--- src/rtl/fabosc_pkg.sv ---
// rtl/fabosc_pkg.sv - shared constants and monitor state type for the fabric-oscillator clock-enable generator
package fabosc_pkg;

  localparam int NUM_CH_DEF = 4;
  localparam int DIV_W_DEF  = 16;
  localparam int WIN_W_DEF  = 16;
  localparam int SYNC_DEPTH = 2;

  typedef enum logic [1:0] {
    IDLE  = 2'd0,
    COUNT = 2'd1,
    DONE  = 2'd2
  } mon_state_t;

endpackage

--- src/rtl/fabosc_div_ch.sv ---
// rtl/fabosc_div_ch.sv - one clock-enable channel: divisor register, down-counter and registered strobe
module fabosc_div_ch
  import fabosc_pkg::*;
#(
  parameter int DIV_W = DIV_W_DEF
) (
  input  logic             clk,
  input  logic             resetn,
  input  logic             en,
  input  logic             load,
  input  logic [DIV_W-1:0] div_value,
  output logic             clken
);

  localparam logic [DIV_W-1:0] DIV_ONE = DIV_W'(1);

  logic [DIV_W-1:0] div_q;
  logic [DIV_W-1:0] cnt_q;

  // Load wins over terminal count so a new divisor never emits a stale strobe.
  always_ff @(posedge clk or negedge resetn) begin
    if (!resetn) begin
      div_q <= '0;
      cnt_q <= '0;
      clken <= 1'b0;
    end else if (load) begin
      div_q <= div_value;
      cnt_q <= div_value;
      clken <= 1'b0;
    end else if (!en) begin
      cnt_q <= div_q;
      clken <= 1'b0;
    end else if (cnt_q == '0) begin
      cnt_q <= div_q;
      clken <= 1'b1;
    end else begin
      cnt_q <= cnt_q - DIV_ONE;
      clken <= 1'b0;
    end
  end

endmodule

--- src/rtl/fabosc_clken_gen.sv ---
// rtl/fabosc_clken_gen.sv - NUM_CH clock-enable strobes plus optional crystal monitor
// Crystal monitor is built only when FABOSC_XTL_MON_EN is defined.
module fabosc_clken_gen
  import fabosc_pkg::*;
#(
  parameter int NUM_CH = NUM_CH_DEF,
  parameter int DIV_W  = DIV_W_DEF,
  parameter int WIN_W  = WIN_W_DEF
) (
  input  logic                    CLK,
  input  logic                    RESETN,
  input  logic [NUM_CH-1:0]       CH_EN,
  input  logic [NUM_CH-1:0]       DIV_LOAD,
  input  logic [NUM_CH*DIV_W-1:0] DIV_VALUE,
  output logic [NUM_CH-1:0]       CLKEN_O,
  input  logic                    XTL_IN,
  input  logic [WIN_W-1:0]        WIN_LEN,
  input  logic [WIN_W-1:0]        XTL_MIN,
  input  logic [WIN_W-1:0]        XTL_MAX,
  output logic [WIN_W-1:0]        XTL_CNT,
  output logic                    XTL_OK,
  output logic                    XTL_VALID
);

  for (genvar i = 0; i < NUM_CH; i++) begin : g_ch
    fabosc_div_ch #(
      .DIV_W(DIV_W)
    ) u_div_ch (
      .clk      (CLK),
      .resetn   (RESETN),
      .en       (CH_EN[i]),
      .load     (DIV_LOAD[i]),
      .div_value(DIV_VALUE[i*DIV_W +: DIV_W]),
      .clken    (CLKEN_O[i])
    );
  end

`ifdef FABOSC_XTL_MON_EN

  localparam logic [WIN_W-1:0] WIN_ONE = WIN_W'(1);

  logic [SYNC_DEPTH-1:0] xtl_sync;
  logic                  xtl_q;
  logic                  xtl_rise;
  mon_state_t            state_q;
  mon_state_t            state_d;
  logic [WIN_W-1:0]      win_cnt;
  logic [WIN_W-1:0]      edge_cnt;

  // XTL_IN is asynchronous; only the last synchronizer stage feeds the edge detector.
  always_ff @(posedge CLK or negedge RESETN) begin
    if (!RESETN) begin
      xtl_sync <= '0;
      xtl_q    <= 1'b0;
    end else begin
      xtl_sync <= {xtl_sync[SYNC_DEPTH-2:0], XTL_IN};
      xtl_q    <= xtl_sync[SYNC_DEPTH-1];
    end
  end

  assign xtl_rise = xtl_sync[SYNC_DEPTH-1] & ~xtl_q;

  always_ff @(posedge CLK or negedge RESETN) begin
    if (!RESETN) begin
      state_q <= IDLE;
    end else begin
      state_q <= state_d;
    end
  end

  always_comb begin
    state_d = state_q;
    case (state_q)
      IDLE:    if (WIN_LEN != '0) state_d = COUNT;
      COUNT:   if (win_cnt == '0) state_d = DONE;
      DONE:    state_d = IDLE;
      default: state_d = IDLE;
    endcase
  end

  always_ff @(posedge CLK or negedge RESETN) begin
    if (!RESETN) begin
      win_cnt   <= '0;
      edge_cnt  <= '0;
      XTL_CNT   <= '0;
      XTL_OK    <= 1'b0;
      XTL_VALID <= 1'b0;
    end else begin
      case (state_q)
        IDLE: begin
          if (WIN_LEN != '0) begin
            win_cnt  <= WIN_LEN - WIN_ONE;
            edge_cnt <= '0;
          end
        end
        COUNT: begin
          if (xtl_rise && (edge_cnt != '1)) edge_cnt <= edge_cnt + WIN_ONE;
          if (win_cnt != '0) win_cnt <= win_cnt - WIN_ONE;
        end
        DONE: begin
          XTL_CNT   <= edge_cnt;
          // An inverted window (min > max) can never be satisfied.
          XTL_OK    <= (XTL_MIN <= XTL_MAX) && (edge_cnt >= XTL_MIN) && (edge_cnt <= XTL_MAX);
          XTL_VALID <= 1'b1;
        end
        default: ;
      endcase
    end
  end

`else

  logic unused_mon;
  assign unused_mon = ^{XTL_IN, WIN_LEN, XTL_MIN, XTL_MAX};

  assign XTL_CNT   = '0;
  assign XTL_OK    = 1'b0;
  assign XTL_VALID = 1'b0;

`endif

endmodule
--- config.mk ---
export PLATFORM = sky130hd
export DESIGN_NAME = fabosc_clken_gen
export DESIGN_NICKNAME = d
export VERILOG_FILES = /design/src/rtl/fabosc_pkg.sv /design/src/rtl/fabosc_div_ch.sv /design/src/rtl/fabosc_clken_gen.sv
export SDC_FILE = /design/constraint.sdc
export NUM_CORES = 1
export LEC_CHECK = 0
export CAP_MARGIN = 20
export CORE_MARGIN = 2
export CORE_UTILIZATION = 35
export CTS_CLUSTER_DIAMETER = 40
export CTS_CLUSTER_SIZE = 24
export DETAILED_ROUTE_END_ITERATION = 8
export GPL_TIMING_DRIVEN = 0
export PLACE_DENSITY = 0.64
export SYNTH_ARGS = -nofsm -noshare
export SYNTH_HDL_FRONTEND = slang
export SYNTH_SLANG_ARGS = --single-unit
--- constraint.sdc ---
create_clock -name CLK -period 5.8 [get_ports CLK]
set_input_delay 1.16 -clock CLK [delete_from_list [all_inputs] [get_ports CLK]]
set_output_delay 1.16 -clock CLK [all_outputs]
set_load 0.03 [all_outputs]
# Yosys cells after proc, flatten, opt, wreduce, memory -nomap -nowiden

Cells that the tools add are included.

Add/subtract/negate cells: 4
Multiplexer cells: 24
Reduce and logical (&&, ||, !) cells: 4

Operator list:

| cell                  | count |
|---|---|
| $mux 16               | 12 |
| $logic_not 16->1      | 4 |
| $sub 16x1->16 const B | 4 |
| $mux 1                | 12 |

Output and inout bits: 22
Register bits: 132
Word-level logic and storage cells: 44
Bits of input ports: 123

# Longest topological paths before layout

Word-level depth: 4
Depth in mapped cells: 9
Gate-level depth less buffers: 7

# By module

Synthesis repeated with hierarchy kept, for this count alone.

Cells, all modules: 683
Area, all modules: 6815.3 um2

By module, submodules not included:

| module           | sequential area each (um2) | instances | area each (um2) | cells an instance |
|---|---|---|---|---|
| fabosc_div_ch    | 825.8                      | 4         | 1669.1          | 166 |
| fabosc_clken_gen | 0.0                        | 1         | 138.9           | 19 |

# Worst setup path after synthesis

OpenSTA, ideal clock, no wires.

Path kind: flip-flop to flip-flop
Start point: register g_ch[0].u_div_ch.cnt_q[6]
End point: register g_ch[0].u_div_ch.cnt_q[1]
Period minus slack after synthesis: 2.115 ns
Cell stages (with the launch flop): 7
Arrival: 2.041 ns
Required time: 5.726 ns
Path buffers: 1
Setup time: 0.074 ns
Setup slack: 3.685 ns
Cell sequence: dfrtp_1 > or4_4 > or3_4 > o21a_1 > buf_6 > mux2_4 > o21ai_2

Cells in the longest elaborated chain, start to end: 4

RTL lines:

| item                   | RTL line            | RTL |
|---|---|---|
| from (decl)            | fabosc_div_ch.sv:18 | `logic [DIV_W-1:0] cnt_q;` |
| from (signal assigned) | fabosc_div_ch.sv:28 | `cnt_q <= div_value;` |
| from (signal assigned) | fabosc_div_ch.sv:31 | `cnt_q <= div_q;` |
| from (signal assigned) | fabosc_div_ch.sv:34 | `cnt_q <= div_q;` |
| $logic_not 16->1       | fabosc_div_ch.sv:33 | `end else if (cnt_q == '0) begin` |
| $mux 16                | fabosc_div_ch.sv:33 |  |
| $mux 16                | fabosc_div_ch.sv:30 | `end else if (!en) begin` |
| $mux 16                | fabosc_div_ch.sv:26 | `end else if (load) begin` |

No other way between the ends.
A chain may end at the register's enable or synchronous reset.

# Final worst setup path

Start point: register g_ch[1].u_div_ch.clken
End point: output port CLKEN_O[1]

RTL lines:

| item                   | RTL line               | RTL |
|---|---|---|
| from (decl)            | fabosc_div_ch.sv:12    | `output logic clken` |
| from (signal assigned) | fabosc_div_ch.sv:25    | `clken <= 1'b0;` |
| from (signal assigned) | fabosc_div_ch.sv:29    | `clken <= 1'b0;` |
| from (signal assigned) | fabosc_div_ch.sv:32    | `clken <= 1'b0;` |
| to (decl)              | fabosc_clken_gen.sv:15 | `output logic [NUM_CH-1:0] CLKEN_O,` |

No word-level cell between the ends.

==> impl_metrics.env <==
export IMPL_seq_area_frac_synth_pct=50.4
export IMPL_synthArstFlopShare_pct=100
export IMPL_htreeDepth=4
export IMPL_postCtsSetupBuffers=0
export IMPL_fill_cells=1792
export IMPL_hold_class="reg2reg"
export IMPL_syn_to_final_growth_pct=27.0
export IMPL_gp_congestion=0.752
export IMPL_cts_sinks=132
export IMPL_ios=145
export IMPL_p_total_uw=2580
export IMPL_die_h_microns=141
export IMPL_pre_cts_slack_ns=2.82
export IMPL_yosys_area_share_simple_pct=15.6
export IMPL_grt_pass1_vias=5031
export IMPL_cts_buffers=17
export IMPL_clk_pin_slew_ns=0.06
export IMPL_initial_core_util_pct=35.4
export IMPL_fin_crit_sh_pct=45.6
export IMPL_maxSlewViolCount=0
export IMPL_clock_latency_ns=0.42
export IMPL_synthMuxAreaShare_pct=6.05
export IMPL_outcome="complete, no violations"
export IMPL_synth_edf_count=0
export IMPL_vias=5002
export IMPL_mostFrequentLayoutCell="dfrtp_1"
export IMPL_post_route_min_period_ns=2.65
export IMPL_fin_ws_ns=3.15
export IMPL_finalHoldViolCount=0
export IMPL_worst_ir_drop_vdd_mv=0.193
export IMPL_io_buffers=75
export IMPL_synth_distinct_cells=45
export IMPL_synth_cells=677
export IMPL_synth_avg_cell_area_sq_um=9.68
export IMPL_hold_buffers=0
export IMPL_max_slew_margin_pct=63.4
export IMPL_skew_ns=0.00905
export IMPL_hpwl_mm=9.77
export IMPL_start_kind="register"
export IMPL_rsz0062_at_grt="false"
export IMPL_maxCapViolCount=0
export IMPL_ant_nets=0
export IMPL_final_cell_mix="132 x dfrtp_1, 92 x nand2_1, 90 x o21ai_0"
export IMPL_die_w_microns=141
export IMPL_setup_viol=0
export IMPL_core_area_sq_um=18500
export IMPL_required_ns=4.64
export IMPL_dieArea_sq_um=19800
export IMPL_antenna_found_initial=0
export IMPL_overflow=0
export IMPL_ys_warn_count=0
export IMPL_drt_wl_total_mm=14.2
export IMPL_wl_per_cell_microns=13.7
export IMPL_cts_resized=0
export IMPL_power_density_nw_per_um2=310
export IMPL_cts_root_buf="clkbuf_16"
export IMPL_synth_ff_type="dfrtp_1"
export IMPL_clock_path_buffers=2
export IMPL_synth_area_sq_um=6560
export IMPL_path_class="reg2out"
export IMPL_ys_seq_elements=132
export IMPL_multi_input_comb_area_sq_um=2800
export IMPL_grt_pass1_wl_mm=24.7
export IMPL_cts_tree="done"
export IMPL_num_nets_final=920
export IMPL_synth_adder_area_share_pct=1.53
export IMPL_utilization_pct=45.0
export IMPL_drive_above_1_share_pct=9.10
export IMPL_seq_area_sq_um=3300
export IMPL_crit_arrival_ns=1.49
export IMPL_synthXorXnorAreaFrac_pct=6.41
export IMPL_first_iter_violations=227
export IMPL_worstPathMaxFanout=1
export IMPL_tightest_slew_ns=0.544
export IMPL_grt_max_degree=82
export IMPL_diodes=0
export IMPL_drtPass1Iterations=5
export IMPL_grt_usage_pct=15.5
export IMPL_synth_top_family_by_area="simple AND/OR/NAND/NOR gates"
export IMPL_synth_compound_area_share_pct=12.0
export IMPL_max_freq_mhz=378
export IMPL_critPathCaptureType="primary output"
export IMPL_rows=50
export IMPL_routed_via_density=4.83
export IMPL_drcViolationCount=0
export IMPL_leakage_uw=0.00373
## sequential cells by signal, indices dropped and copies added, names as in the netlist
register             cells
g_ch.u_div_ch.div_q     64
g_ch.u_div_ch.clken      4
g_ch.u_div_ch.cnt_q     64
## cells in the mapped netlist, types with 2 or more instances
library cell  instances  area (sq um)
o221ai_1             13           114
o211ai_1              2          15.0
nand2_1              92           345
nand2b_1             13          81.3
mux2i_1              37           370
ha_1                  8           100
or3b_2                5          43.8
inv_1                59           221
or4_1                 7          52.6
o31a_1                2          17.5
xnor2_1              23           201
nand4_1               2          12.5
nor3b_1               3          22.5
nor4_1               16           100
nor4_2                2          25.0
buf_4                22           165
nand3_1               8          40.0
buf_2                 5          25.0
o21ai_0              90           450
nor3_1               19          95.1
nor4b_1               3          26.3
o311ai_0              7          61.3
clkbuf_1             25          93.8
o21a_1                2          15.0
dfrtp_1             132          3300
nor2_1               16          60.1
or3_1                10          62.6
a21oi_1               6          30.0
o31ai_1               8          60.1
xor2_1               25           219
## metal layers
layer	routed length, microns	track usage (%)
met5	0	0
met4	208	5.53
met3	583	3.77
met2	6600	24.9
met1	6780	20.5
## critical path, cell delays in order, from the launching register on
cell	delay, ns
dfrtp_1	0.32
buf_4	0.09
clkdlybuf4s50_1	0.66
## report_power, final
| group | total [uW] | internal (uW) | switching (uW) |
|---|---|---|---|
| Clock | 1150 | 742 | 408 |
| Combinational | 348 | 164 | 184 |
| Sequential | 1080 | 1010 | 69.7 |
## stage by stage
stage | cell area [sq um] | TNS (ns) | cells | hold slack, ns
after global placement | 7660 | -253.81 | 1003 | 0.460
after CTS | 8330 | 0 | 1036 | 0.485
after global routing | 8330 | 0 | 1036 | 0.500
after floorplan | 6620 | 0 | 694 | 0.444
after detailed placement | 7690 | 0 | 1004 | 0.464
final | 8330 | 0 | 1036 | 0.480
## cell type report
cell class	count	share of cell area [%]
sequential	132	39.7
multi-input combinational	449	33.6
timing repair buffer	76	9.36
clock buffer	20	5.48
buffer	53	3.55
tap	234	3.52
inverter	60	2.70
clock inverter	12	2.15
## cells by family after synthesis
| group | Yosys count |
|---|---|
| simple gates | 203 |
| compound gates | 133 |
| flops | 132 |
| buf+inv | 113 |
| xor+xnor | 48 |
| mux | 39 |
| fa+ha+maj | 8 |
| other cells | 1 |
## path summary, 6_finish.rpt
kind                                             from                    endpoint  slack, ns  depth (start not counted)
min in group asynchronous                      RESETN  g_ch[0].u_div_ch.cnt_q[13]       0.69                          1
setup / recovery               g_ch[1].u_div_ch.clken                  CLKEN_O[1]       3.15                          2
hold / removal             g_ch[3].u_div_ch.div_q[12]  g_ch[3].u_div_ch.div_q[12]       0.48                          2
setup reg to reg            g_ch[3].u_div_ch.cnt_q[4]   g_ch[3].u_div_ch.cnt_q[8]       3.51                          5
max in group asynchronous                      RESETN   g_ch[3].u_div_ch.cnt_q[8]       4.31                          2
hold reg to reg            g_ch[3].u_div_ch.div_q[12]  g_ch[3].u_div_ch.div_q[12]       0.48                          2
(Power assumes the default switching activity.)
==> RTL change: new RTL, config.mk and constraints unchanged <==
The option `FABOSC_XTL_MON_EN` is turned on by a define.
--- a/src/rtl/fabosc_clken_gen.sv
+++ b/src/rtl/fabosc_clken_gen.sv
@@ -2,2 +2,4 @@
 // Crystal monitor is built only when FABOSC_XTL_MON_EN is defined.
+`define FABOSC_XTL_MON_EN
+
 module fabosc_clken_gen
Behaviour: not the same (Yosys sat finds a counterexample within 4 cycles, from zero or initial values and one cycle with RESETN low).
==> RTL change against the unedited design <==
- routed wire length grew 84%
- hold slack lost 0.13 ns
- sequential cell count increased by 55
- die area increased by 58%
- clock power grew 8%
- non-clock buffer count increased by 63
- combinational power increased by 120%
- count of clock-buffer cells in the layout fell by 3
- worst setup slack lost 1.2 ns
- cell area increased by 57%
- power is 41% higher
- sequential share of layout area fell by 3.9 points
- area after synthesis rose by 60%
- critical endpoint is now win_cnt[12]
- largest power group is now registers
==> RTL change: results (changes against the unedited design) <==
[placed_design]
gp_congestion = 0.8834  ; +18%
dp_hpwl_microns = 19170  ; +96%
placed_area_sq_um = 12460  ; +62%
portBuffers = 141  ; +88%
dpl.cell_count = 1707  ; +70%
pre_cts_ws_ns = 2.034  ; -0.7869 ns

[power_and_ir_drop]
p_leak_uw = 0.005928  ; +59%
netSwitchingPower_uw = 1150  ; +74%
powerDensity_nw_per_um2 = 278.1  ; -10%
ir_worst_vdd_mv = 0.1426  ; -26%
p_clk_uw = 1240  ; +8%
combPwrFrac = 0.209  ; +0.074

[global_route]
grtUsageMet2 = 0.2729  ; +0.02357
antenna_found_initial = 1  ; +1
grt_pass1_vias = 8741  ; +74%
use_met3 = 0.03522  ; -0.002480
grt_pass1_wl_microns = 43350  ; +76%
grt_usage = 0.1715  ; +0.01650
grt_util_met1 = 0.2348  ; +0.02995

[timing]
hold_slack_ns = 0.3502  ; -0.1293 ns
fin_worst_skew_ns = 0.01221  ; +0.003162 ns
tightest_slew_ns = 0.8445  ; +0.3002 ns

[synth]
synth_xor_area_frac = 0.05253  ; -0.01161
synthAdderAreaFrac = 0.06908  ; +0.05381
synth.area.top_cells = dfrtp_1 45%, ha_1 6.9%, nand2_1 4.5%, a21oi_1 4.3%, o21ai_0 4.2%
synth_compound_area_frac = 0.1701  ; +0.05021
synth.distinct_cells = 68  ; +51%
synth_mux_area_frac = 0.03442  ; -0.02609
synthTopCellsByCount = 187 x dfrtp_1, 125 x nand2_1, 106 x inv_1

[run_status]
status = completed

[routing]
totalWireLength_microns = 26090  ; +84%
met1Wirelength_microns = 12400  ; +83%
vias_per_cell = 5.094  ; +5.5%
drt_iter0_markers = 449  ; +98%
routedWlPerCell_microns = 14.99  ; +9.6%
wl_met2_microns = 12090  ; +83%
met3_wirelength_microns = 1223  ; +110%
drt_first_pass_iters = 4  ; -1

[hold_path]
hold_depth = 0  ; -2
worstHoldStart = xtl_sync[0]
min_to = xtl_sync[1]

[critical_path]
ff2ff_path_depth = 10  ; +5
reg2reg_to = win_cnt[12]
crit_arrival_ns = 4.17  ; +2.68 ns
r2r_start = state_q[0]
crit_slowest_cell = dfrtp_1
r2r_slack_ns = 1.94  ; -1.57 ns
critPathMaxStageDelay_ns = 0.48  ; -0.18 ns
worstPathMaxFanout = 10  ; +9

[cells_and_area]
reg_top3 = g_ch.u_div_ch.cnt_q x64, g_ch.u_div_ch.div_q x64
fin_nets = 1517  ; +65%
drive_above_1_share = 0.06004  ; -0.03098

[clocking]
insertion_delay_ns = 0.45  ; +0.03 ns

==> RTL change: final cells by class <==
| class | count | area (sq um) |
|---|---|---|
| fillers | 2921 | 16460 |
| diodes | 1 | 2.502 |
| clock inverters | 15 | 206.4 |
| clock buffers | 17 | 425.4 |
| flip-flops and latches | 187 | 4679 |
| repair buffers | 143 | 1471 |
| multi-input cells | 831 | 5194 |
| plain buffers | 49 | 230.2 |
| inverters | 107 | 401.6 |
| well taps | 390 | 488.0 |
==> RTL change: how the worst max path moves through the flow <==
stage                          start                        end  slack, ns  cells after the start
after floorplan           state_q[0]                win_cnt[14]       2.91                     10
after global placement        RESETN  g_ch[2].u_div_ch.div_q[1]      -4.61                      1
after detailed placement  state_q[0]                win_cnt[12]       2.03                     10
after CTS                 state_q[0]                win_cnt[12]       2.02                     10
after global routing      state_q[0]                win_cnt[14]       1.85                     10
final                     state_q[0]                win_cnt[12]       1.94                     10
